--- src/rtl/octave_ctrl_pkg.sv ---
// Range encoding and the saturating octave step shared by the range
// indicator blocks. The value 2'b00 is never produced.
package octave_ctrl_pkg;

  typedef enum logic [1:0] {
    RANGE_LO = 2'b01,
    RANGE_MI = 2'b10,
    RANGE_HI = 2'b11
  } range_e;

  // One octave per press, saturating at both ends; simultaneous presses cancel.
  function automatic range_e range_step(input range_e cur, input logic up, input logic dn);
    range_e nxt;
    nxt = cur;
    if (up && !dn) begin
      case (cur)
        RANGE_LO: nxt = RANGE_MI;
        RANGE_MI: nxt = RANGE_HI;
        RANGE_HI: nxt = RANGE_HI;
        default:  nxt = RANGE_MI;
      endcase
    end else if (dn && !up) begin
      case (cur)
        RANGE_HI: nxt = RANGE_MI;
        RANGE_MI: nxt = RANGE_LO;
        RANGE_LO: nxt = RANGE_LO;
        default:  nxt = RANGE_MI;
      endcase
    end
    return nxt;
  endfunction

endpackage

--- src/rtl/octave_ctrl_debounce.sv ---
// Per-button front end: two-flop synchronizer, stable-count debounce filter
// and a registered rising-edge press pulse.
module btn_debounce #(
  parameter int DEB_CYCLES = 2_000_000,
  parameter int CNT_W      = 21
) (
  input  logic clk,
  input  logic rst,
  input  logic btn_raw,
  output logic press
);

  logic             r_sync1;
  logic             r_sync2;
  logic [CNT_W-1:0] r_cnt;
  logic             r_level;
  logic             r_level_d;
  logic             r_press;

  localparam logic [CNT_W-1:0] CNT_LAST = CNT_W'(DEB_CYCLES - 1);

  always_ff @(posedge clk) begin
    if (rst) begin
      r_sync1   <= 1'b0;
      r_sync2   <= 1'b0;
      r_cnt     <= '0;
      r_level   <= 1'b0;
      r_level_d <= 1'b0;
      r_press   <= 1'b0;
    end else begin
      r_sync1   <= btn_raw;
      r_sync2   <= r_sync1;
      r_level_d <= r_level;
      r_press   <= r_level & ~r_level_d;
      // Any sample that agrees with the accepted level restarts the count.
      if (r_sync2 == r_level) begin
        r_cnt <= '0;
      end else if (r_cnt == CNT_LAST) begin
        r_level <= r_sync2;
        r_cnt   <= '0;
      end else begin
        r_cnt <= r_cnt + 1'b1;
      end
    end
  end

  assign press = r_press;

endmodule

--- src/rtl/octave_ctrl.sv ---
// Octave range controller: debounced up/down buttons step a saturating
// LO/MI/HI range, with a one-cycle pulse whenever the range moves.
module octave_ctrl
  import octave_ctrl_pkg::*;
#(
  parameter int DEB_CYCLES = 2_000_000,
  parameter int CNT_W      = 21
) (
  input  logic       clk,
  input  logic       rst,
  input  logic       en,
  input  logic       btn_up,
  input  logic       btn_down,
  output logic [1:0] state,
  output logic       changed
);

  logic   w_up_press;
  logic   w_dn_press;
  range_e w_next;
  range_e r_state;
  logic   r_changed;

  btn_debounce #(.DEB_CYCLES(DEB_CYCLES), .CNT_W(CNT_W)) u_deb_up (
    .clk     (clk),
    .rst     (rst),
    .btn_raw (btn_up),
    .press   (w_up_press)
  );

  btn_debounce #(.DEB_CYCLES(DEB_CYCLES), .CNT_W(CNT_W)) u_deb_dn (
    .clk     (clk),
    .rst     (rst),
    .btn_raw (btn_down),
    .press   (w_dn_press)
  );

  // Presses arriving while disabled fall through here and are lost.
  always_comb begin
    w_next = r_state;
    if (en) w_next = range_step(r_state, w_up_press, w_dn_press);
  end

  always_ff @(posedge clk) begin
    if (rst) begin
      r_state   <= RANGE_MI;
      r_changed <= 1'b0;
    end else begin
      r_state   <= w_next;
      r_changed <= (w_next != r_state);
    end
  end

  assign state   = r_state;
  assign changed = r_changed;

endmodule
--- config.mk ---
export PLATFORM = sky130hd
export DESIGN_NAME = octave_ctrl
export DESIGN_NICKNAME = d
export VERILOG_FILES = /design/src/rtl/octave_ctrl_pkg.sv /design/src/rtl/octave_ctrl_debounce.sv /design/src/rtl/octave_ctrl.sv
export SDC_FILE = /design/constraint.sdc
export NUM_CORES = 1
export LEC_CHECK = 0
export CORE_MARGIN = 1
export CORE_UTILIZATION = 30
export CTS_CLUSTER_DIAMETER = 50
export DETAILED_ROUTE_END_ITERATION = 16
export HOLD_SLACK_MARGIN = 0.05
export PLACE_DENSITY = 0.52
export SLEW_MARGIN = 25
export SYNTH_ARGS = -nofsm -noshare
export SYNTH_HDL_FRONTEND = slang
export SYNTH_SLANG_ARGS = --single-unit
--- constraint.sdc ---
create_clock -name clk -period 2.2 [get_ports clk]
set_clock_uncertainty 0.2 [all_clocks]
set_input_delay 0.22 -clock clk [delete_from_list [all_inputs] [get_ports clk]]
set_output_delay 0.22 -clock clk [all_outputs]
set_load 0.1 [all_outputs]
=== Yosys cells after proc, flatten, opt, wreduce, memory -nomap -nowiden ===
Cells that the tools add are included.

* $add $sub $neg: 2
* $mul: 0
* Div/mod/pow operators: 0
* Order comparisons: 0
* Eq/ne operators: 8
* Shifts and indexed selects: 0
* Mux-type cells: 5
* Bitwise logic cells: 6
* Reduce and logical (&&, ||, !) cells: 10

{| class="wikitable"
|+ Operator list
! kind !! count
|-
| 21-bit by 1-bit adder with 21-bit output (second input constant) || 2
|-
| 21-bit equality test (second input constant) || 2
|-
| 2-bit two-way mux || 4
|-
| 3-bit OR reduction || 2
|-
| 2-bit equality test (second input constant) || 2
|-
| 1-bit NOT || 4
|-
| 2-bit AND reduction || 2
|-
| 2-bit OR reduction || 2
|-
| 1-bit AND || 2
|-
| 1-bit equality test || 2
|-
| 2-bit by 1-bit equality test with 1-bit output (second input constant) || 1
|-
| 1-bit logical AND || 2
|-
| 1-bit zero test || 2
|-
| 2-bit != test || 1
|-
| 1-bit two-way mux || 1
|}

* Register bits: 55
* Latch bits: 0
* RAM bits: 0
* ROM bits: 0
* Input port bits: 5
* Output and inout port bits: 3
* Word-level logic and storage cells: 45
* Memories kept: 0

=== Logic depth before layout (Yosys ltp) ===
* Word-level depth: 7
* Depth in mapped cells: 6
* Depth with buffers taken out: 6

=== Modules after synthesis ===
Synthesis repeated with hierarchy kept, for this count alone.

* Cells, all modules: 276
* Area total of the unflattened synthesis: 2,464.9 µm²

{| class="wikitable"
|+ Modules (own cells, without submodules)
! module !! instances !! cells each !! area an instance (µm²) !! seq. area each (µm²)
|-
| btn_debounce at u_deb_dn || 1 || 125 || 1,148.6 || 520.5
|-
| btn_debounce at u_deb_up || 1 || 126 || 1,108.6 || 520.5
|-
| octave_ctrl || 1 || 25 || 207.7 || 60.1
|}

=== Least setup slack after synthesis ===
Ideal clock, no wire load.

* Path kind: register to register
* Start point: reg r_state[0], in the netlist state[0]
* End point: reg r_changed, in the netlist changed
* Library setup time: 0.074 ns
* Data arrival time: 2.051 ns
* Required time: 1.926 ns
* Path slack: -0.126 ns
* Cell stages (with the launch flop): 7
* Path buffers: 0
* Clock period less this slack: 2.326 ns
* Path through: dfxtp_1 -> inv_1 -> ha_1 -> nand3b_1 -> a21bo_2 -> a21o_1 -> a31oi_1

* Cells in the longest elaborated chain, start to end: 7
* Elaborated cells on any way between the ends: 11
* Classes of those cells: eq/ne: 4; mux: 5; reduce/logical: 2

{| class="wikitable"
|+ RTL lines
! item !! RTL line !! RTL
|-
| start, declared || octave_ctrl.sv:21 || <nowiki>range_e r_state;</nowiki>
|-
| start signal, assigned || octave_ctrl.sv:49 || <nowiki>r_state <= w_next;</nowiki>
|-
| 2-bit by 1-bit equality test with 1-bit output / 2-bit equality test (equally long branches) || octave_ctrl_pkg.sv:23, octave_ctrl_pkg.sv:16 ||
|-
| 2-bit OR reduction (no source line) || n/a ||
|-
| 2-bit two-way mux || octave_ctrl_pkg.sv:23 || <nowiki>case (cur)</nowiki>
|-
| 2-bit two-way mux || octave_ctrl_pkg.sv:22 || <nowiki>end else if (dn && !up) begin</nowiki>
|-
| 2-bit two-way mux || octave_ctrl_pkg.sv:15 || <nowiki>if (up && !dn) begin</nowiki>
|-
| 2-bit two-way mux || octave_ctrl.sv:41 || <nowiki>if (en) w_next = range_step(r_state, w_up_press, w_dn_press);</nowiki>
|-
| 2-bit != test * || octave_ctrl.sv:50 || <nowiki>r_changed <= (w_next != r_state);</nowiki>
|-
| end signal, assigned || octave_ctrl.sv:50 ||
|-
| end, declared || octave_ctrl.sv:22 || <nowiki>logic r_changed;</nowiki>
|}

Every way passes the cells marked *; elsewhere a longest branch is shown, timed or not.
A chain may end at the register's enable or synchronous reset.

=== Final worst setup path ===
* Start point: reg u_deb_dn.r_cnt[0]
* End point: reg u_deb_dn.r_cnt[18]

* Cells in the longest elaborated chain, start to end: 2
* Elaborated cells on any way between the ends: 3
* Classes of those cells: add/sub: 1; eq/ne: 1; reduce/logical: 1

{| class="wikitable"
|+ RTL lines
! item !! RTL line !! RTL
|-
| start, declared || octave_ctrl_debounce.sv:15 || <nowiki>logic [CNT_W-1:0] r_cnt;</nowiki>
|-
| start signal, assigned || octave_ctrl_debounce.sv:42 || <nowiki>r_cnt <= r_cnt + 1'b1;</nowiki>
|-
| parallel branches: the longest is 2 deep, another holds 21-bit by 1-bit adder with 21-bit output || n/a ||
|}

Several ways; the timed one is not identified.

==> flow_metrics.tcl <==
set metrics [dict create \
    worstPathRequired_ns 2.24 \
    fp.dieW_microns 92.51 \
    via_per_inst 4.808 \
    yosysSeqAreaShare_pct 44.81 \
    hold_buffers 0 \
    grt_setup_unrepaired "false" \
    synth_area_leaders "dfxtp_1 (45%), xnor2_1 (7.1%), nor2_1 (5.7%), nand4_1 (3.3%), xor2_1 (2.9%)" \
    hold_viol_final 0 \
    yosysUniqueCellTypes 43 \
    crit_path_max_fanout 7 \
    avgSynthCellArea_sq_um 8.871 \
    period_needed_ns 2.069 \
    grt.overflow.total 0 \
    cts.sinks 55 \
    hold_class "flop to flop" \
    crit_buf_inv 0 \
    endpoint_kind "flop" \
    io_pins 8 \
    grt_usage_pct 11.40 \
    grt_start_max_net_pins 21 \
    place_hpwl_microns 3086 \
    outcome "finished, final reports clean" \
    ir_worst_vdd_mv 0.2262 \
    yosys.area.top_type "dfxtp_1" \
    criticalPathCategory "flop to flop" \
    start_kind "flop" \
    cts_tree "yes" \
    max_cap_violations 0 \
    post_cts_resized 0 \
    holdWs_ns 0.1907 \
    core_area_sq_um 7807 \
    dp_cells 387 \
    drt-total-wl_microns 4385 \
    clock-root-buffer "clkbuf_8" \
    grt_pass1_vias 1803 \
    cp_cell_sequence "ha_1, nand3_2, or3_4, or4_1, a21oi_1" \
    fin_nets 301 \
    drv_slew 0 \
    layout-drive-gt1-share_pct 13.65 \
    slew_headroom_pct 76.95 \
    tightest_slew_ns 0.3410 \
    die-area_sq_um 8557 \
    syn_area_sq_um 2457 \
    drtIter0Drc 41 \
    mostFrequentLayoutCells "dfxtp_1 (54), nor2_1 (37), xnor2_1 (20)" \
    clk_pin_slew_ns 0.11 \
    cts_buffers 5 \
    numPortBuffers 7 \
    drc_errors 0 \
    ant_nets 0 \
    cp_top_family "simple AND/OR/NAND/NOR gates" \
    synthCells 277 \
    synth-seq-cells 55 \
    fmax_mhz 483.4 \
    cts.htree.levels 2 \
    syn_nets 286 \
    post_cts_buffers 0 \
    fp.dieH_microns 92.51 \
    area_growth_pct 13.95 \
    fin_ws_ns 0.1313 \
    fp-row-count 32 \
    fin_tns_setup_ns 0 \
    fillCellCount 845 \
    pre_cts_ws_ns 0.07290 \
    vias 1899 \
    min_period_over_period_pct 94.03 \
    stdcell_count 395 \
    slowest_stage "or4_1" \
    setup_violations 0 \
    clock_latency_ns 0.31 \
    start_util_pct 31.47 \
    p_leak_nw 0.8122 \
    first_pass_iters 4 \
    cp_slowest_stage_delay_ns 0.47 \
    cts_max_path_buffers 2 \
    arrival_ns 2.11 \
    diodes 0 \
    grt_pass1_wl_microns 7852 \
    r2r_setup_slack_ns 0.13 \
    synth.top_cell.area_share_pct 44.81 \
    routedWlPerCell_microns 11.10 \
    layout_commonest_cell "dfxtp_1" \
    place_congestion 0.7417 \
    yosysWarningCount 0 \
    antenna_found_initial 0 \
    powerDensity_nw_per_um2 585.3 \
]
==> metal layers <==
layer | wire length (microns) | GRT usage, %
met5 | 0 | 0
met4 | 82 | 5.078
met3 | 107 | 2.791
met2 | 1959 | 18.33
met1 | 2236 | 14.36
==> sequential cells by signal, summed over array words and instances (netlist names) <==
name / count
state: 2
u_deb_up.r_level: 1
u_deb_dn.r_level: 1
u_deb_up.r_sync2: 1
u_deb_dn.r_sync1: 1
u_deb_up.press: 1
u_deb_dn.r_level_d: 1
u_deb_up.r_level_d: 1
u_deb_dn.r_sync2: 1
changed: 1
u_deb_dn.r_cnt: 21
u_deb_up.r_cnt: 21
u_deb_up.r_sync1: 1
u_deb_dn.press: 1
==> per-stage QoR <==
step | power [mW] | utilization, % | cell area (sq um)
2_1_floorplan | 1.038 | - | 2459
3_3_place_gp | 1.054 | 34.52 | 2695
3_5_place_dp | 1.055 | 34.52 | 2695
4_1_cts | 1.675 | 35.80 | 2795
5_1_grt | 1.719 | 35.87 | 2800
6_report | 1.639 | 35.87 | 2800
==> logic make-up (layout without fill, tap and decap cells) <==
| kind of cell | after synthesis | count (layout) | share of synthesized area (%) |
|---|---|---|---|
| simple gates | 130 | 130 | 29.53 |
| flops | 55 | 55 | 44.81 |
| compound gates | 37 | 37 | 9.980 |
| xor+xnor | 28 | 28 | 9.980 |
| buf+inv | 23 | 39 | 3.665 |
| fa+ha+maj | 4 | 4 | 2.037 |
==> worst reg2reg max path: cells and delay by family (launching register included) <==
| kind | cells | cell delay, ns |
|---|---|---|
| adder cells (fa/ha/maj) | 1 | 0.23 |
| AND/OR/NAND/NOR | 3 | 1.01 |
| AO/OA/AOI/OAI | 1 | 0.17 |
| flip-flops | 1 | 0.40 |
==> synthesized netlist by cell type (all sizes together) <==
library cell and number:
a21bo 1, a21o 1, a21oi 14, a22oi 1, a31o 3, a31oi 1, and3 3, and4 2
buf 4, clkbuf 4, dfxtp 55, ha 4, inv 15, nand2 12, nand2b 3, nand3 13
nand3b 1, nand4 14, nor2 37, nor2b 9, nor3 8, nor4 6, nor4b 4, o21a 1
o21ai 5, o21ba 1, o21bai 1, o221ai 1, o22ai 1, o31ai 6, or2 5, or3 6
or4 7, xnor2 20, xor2 8
==> final cells by class <==
| type | count | area, sq um | area share, % |
|---|---|---|---|
| clock inverter | 2 | 17.52 | 0.6256 |
| sequential | 55 | 1102 | 39.37 |
| tap | 102 | 127.6 | 4.558 |
| clock buffer | 6 | 82.58 | 2.949 |
| timing repair buffer | 16 | 142.6 | 5.094 |
| inverter | 15 | 56.30 | 2.011 |
| multi-input combinational | 199 | 1271 | 45.40 |
==> report_power, final <==
group | total [mW] | switching, mW | leakage (nW) | internal (mW)
Sequential | 1.00 | 0.00234 | 0.444 | 0.999
Combinational | 0.0290 | 0.0144 | 0.316 | 0.0147
Clock | 0.608 | 0.344 | 0.0522 | 0.264
Total | 1.64 | 0.361 | 0.812 | 1.28
==> worst paths after layout <==
check,from,endpoint,depth (start not counted)
worst min-delay path,u_deb_up.r_level_d,u_deb_up.press,1
worst max-delay path,u_deb_dn.r_cnt[0],u_deb_dn.r_cnt[18],5
worst max register to register,u_deb_dn.r_cnt[0],u_deb_dn.r_cnt[18],5
worst min register to register,u_deb_up.r_level_d,u_deb_up.press,1
Power figures use the tool's default switching activity.
==> variant: new RTL, same flow settings <==
`CNT_W` is set to 21 in 2 places; all go to 42.
--- a/src/rtl/octave_ctrl_debounce.sv
+++ b/src/rtl/octave_ctrl_debounce.sv
@@ -2,7 +2,7 @@
 // and a registered rising-edge press pulse.
 module btn_debounce #(
   parameter int DEB_CYCLES = 2_000_000,
-  parameter int CNT_W      = 21
+  parameter int CNT_W      = 42
 ) (
   input  logic clk,
   input  logic rst,
--- a/src/rtl/octave_ctrl.sv
+++ b/src/rtl/octave_ctrl.sv
@@ -4,7 +4,7 @@
   import octave_ctrl_pkg::*;
 #(
   parameter int DEB_CYCLES = 2_000_000,
-  parameter int CNT_W      = 21
+  parameter int CNT_W      = 42
 ) (
   input  logic       clk,
   input  logic       rst,
Formal check against the unedited RTL: no difference found for any inputs over 10 cycles, from zero or initial values and one cycle with rst high; that may be too few to reach the edited logic, so the function may still have changed.
==> variant against the original RTL <==
- design area up 91%
- area after synthesis up 78%
- count of clock-buffer cells in the layout up 4
- total power up 110%
- routed wire length up 110%
- sequential share of layout area down 2.9 points
- non-clock buffer count up 39
- fmax down 1.6%
- setup slack worse by 33 ps
- sequential cell count up 42
- final cell count up 87%
- largest power group unchanged
==> variant: results (changes against the original RTL) <==
Max H-tree Level: 3 (+1)
first-pass GRT wire length: 15400 µm (+96%)
sequential area share after synthesis: 44.4% (-0.40 points)
Slowest-stage cell, CP: nor4_2
Synth Warn #: 0 (unchanged)
Via density: 4.83 (+0.51%)
worst slew pin tran: 476 ps (+135 ps)
Placed Area: 4930 µm² (+83%)
Crit path largest cell delay: 370 ps (-100 ps)
post-synthesis compound-gate area fraction: 5.55% (-4.4 points)
CTS Buf Count: 9 (+4)
largest net degree at the start of global routing: 43 (+100%)
Synth area leaders: dfxtp_1 44%, xor2_1 8.2%, nor2_1 6.5%, nand4_1 4.6%, xnor2_1 4.4%
CP Launch Point: u_deb_up.r_cnt[27]$_SDFF_PP0_
Pleak: 1.76 nW (+120%)
post-synthesis adder-cell area fraction: 1.14% (-0.89 points)
Yosys top cell area share: 44.4% (-0.40 points)
Net Switching: 0.702 mW (+95%)
crit path to: u_deb_up.r_cnt[6]$_SDFF_PP0_
layout cell share with drive strength beyond 1: 16.5% (+2.8 points)
metal1 wirelength: 4480 µm (+100%)
status: finished clean
Clock transition at path regs: 70 ps (-40 ps)
Total Wirelength: 9210 µm (+110%)
Iteration-0 DRC Markers: 136 (+230%)
Nets: 562 (+87%)
top post-synthesis cells by count: 97 x dfxtp_1, 76 x nor2_1, 41 x xor2_1, 37 x nand3_1, 32 x nand4_1
minimum clock period after layout: 2100 ps (+33.2 ps)
clk_lat worst skew: 340 ps (+30 ps)
synth unique cells: 38 (-12%)
sequential share of power: 50.1% (-11 points)
Clock Tree Root: clkbuf_16
vias in the first global route: 3398 (+88%)
Setup WS pre-CTS: -70.7 ps (-144 ps)
met2 WL: 4450 µm (+130%)
Synth Area in XOR/XNOR: 12.6% (+2.6 points)
filler cell count: 1414 (+67%)
maximum VDD drop: 0.402 mV (+78%)
Power Sequential: 1.76 mW (+76%)
Clock group: 1.71 mW (+180%)
CP max FO: 18 (+11)
global-route usage over all layers: 12.7% (+1.3 points)
## variant: through the flow
step	hold slack, ps	utilization [%]	std cells
after floorplan	99.1	-	508
after global placement	172	35.1	720
after detailed placement	176	35.1	720
after CTS	186	37.5	736
after global routing	193	38.1	738
final	182	38.1	738
## variant: critical path, delay by kind of cell (launching register included)
| family | cells | cell delay (ps) |
|---|---|---|
| buf+inv | 1 | 230 |
| flops | 1 | 350 |
| simple gates | 5 | 1210 |
## variant: timing repair
action	CTS	global route
setup buffers	0	1
setup endpoints to repair	31	62
gates resized for setup	2	11
pin swaps	0	2
cloned	0	1
## variant: area by class of cell
cell class	instances	area, µm²	area share [%]
well taps	180	225	4.21
clock inverters	6	90.1	1.68
inverters	9	33.8	0.632
flip-flops and latches	97	1950	36.5
clock buffers	10	239	4.47
repair buffers	55	453	8.47
multi-input cells	381	2360	44.1
## variant: how the worst min path moves through the flow
stage	endpoint	start	slack (ps)	depth (start not counted)
2_1_floorplan	u_deb_up.r_level_d$_SDFF_PP0_	rst	100	1
3_3_place_gp	u_deb_dn.press$_SDFF_PP0_	u_deb_dn.r_level_d$_SDFF_PP0_	170	1
3_5_place_dp	u_deb_dn.press$_SDFF_PP0_	u_deb_dn.r_level_d$_SDFF_PP0_	180	1
4_1_cts	u_deb_dn.press$_SDFF_PP0_	u_deb_dn.r_level_d$_SDFF_PP0_	190	1
5_1_grt	u_deb_dn.press$_SDFF_PP0_	u_deb_dn.r_level_d$_SDFF_PP0_	190	1
6_report	u_deb_dn.press$_SDFF_PP0_	u_deb_dn.r_level_d$_SDFF_PP0_	180	1
## variant: routing by layer
| layer | track usage, % | vias up |
|---|---|---|
| met5 | 0 | - |
| met4 | 3.20 | 0 |
| met3 | 2.93 | 7 |
| met2 | 22.1 | 25 |
| met1 | 15.7 | 1657 |
| li1 | - | 1877 |
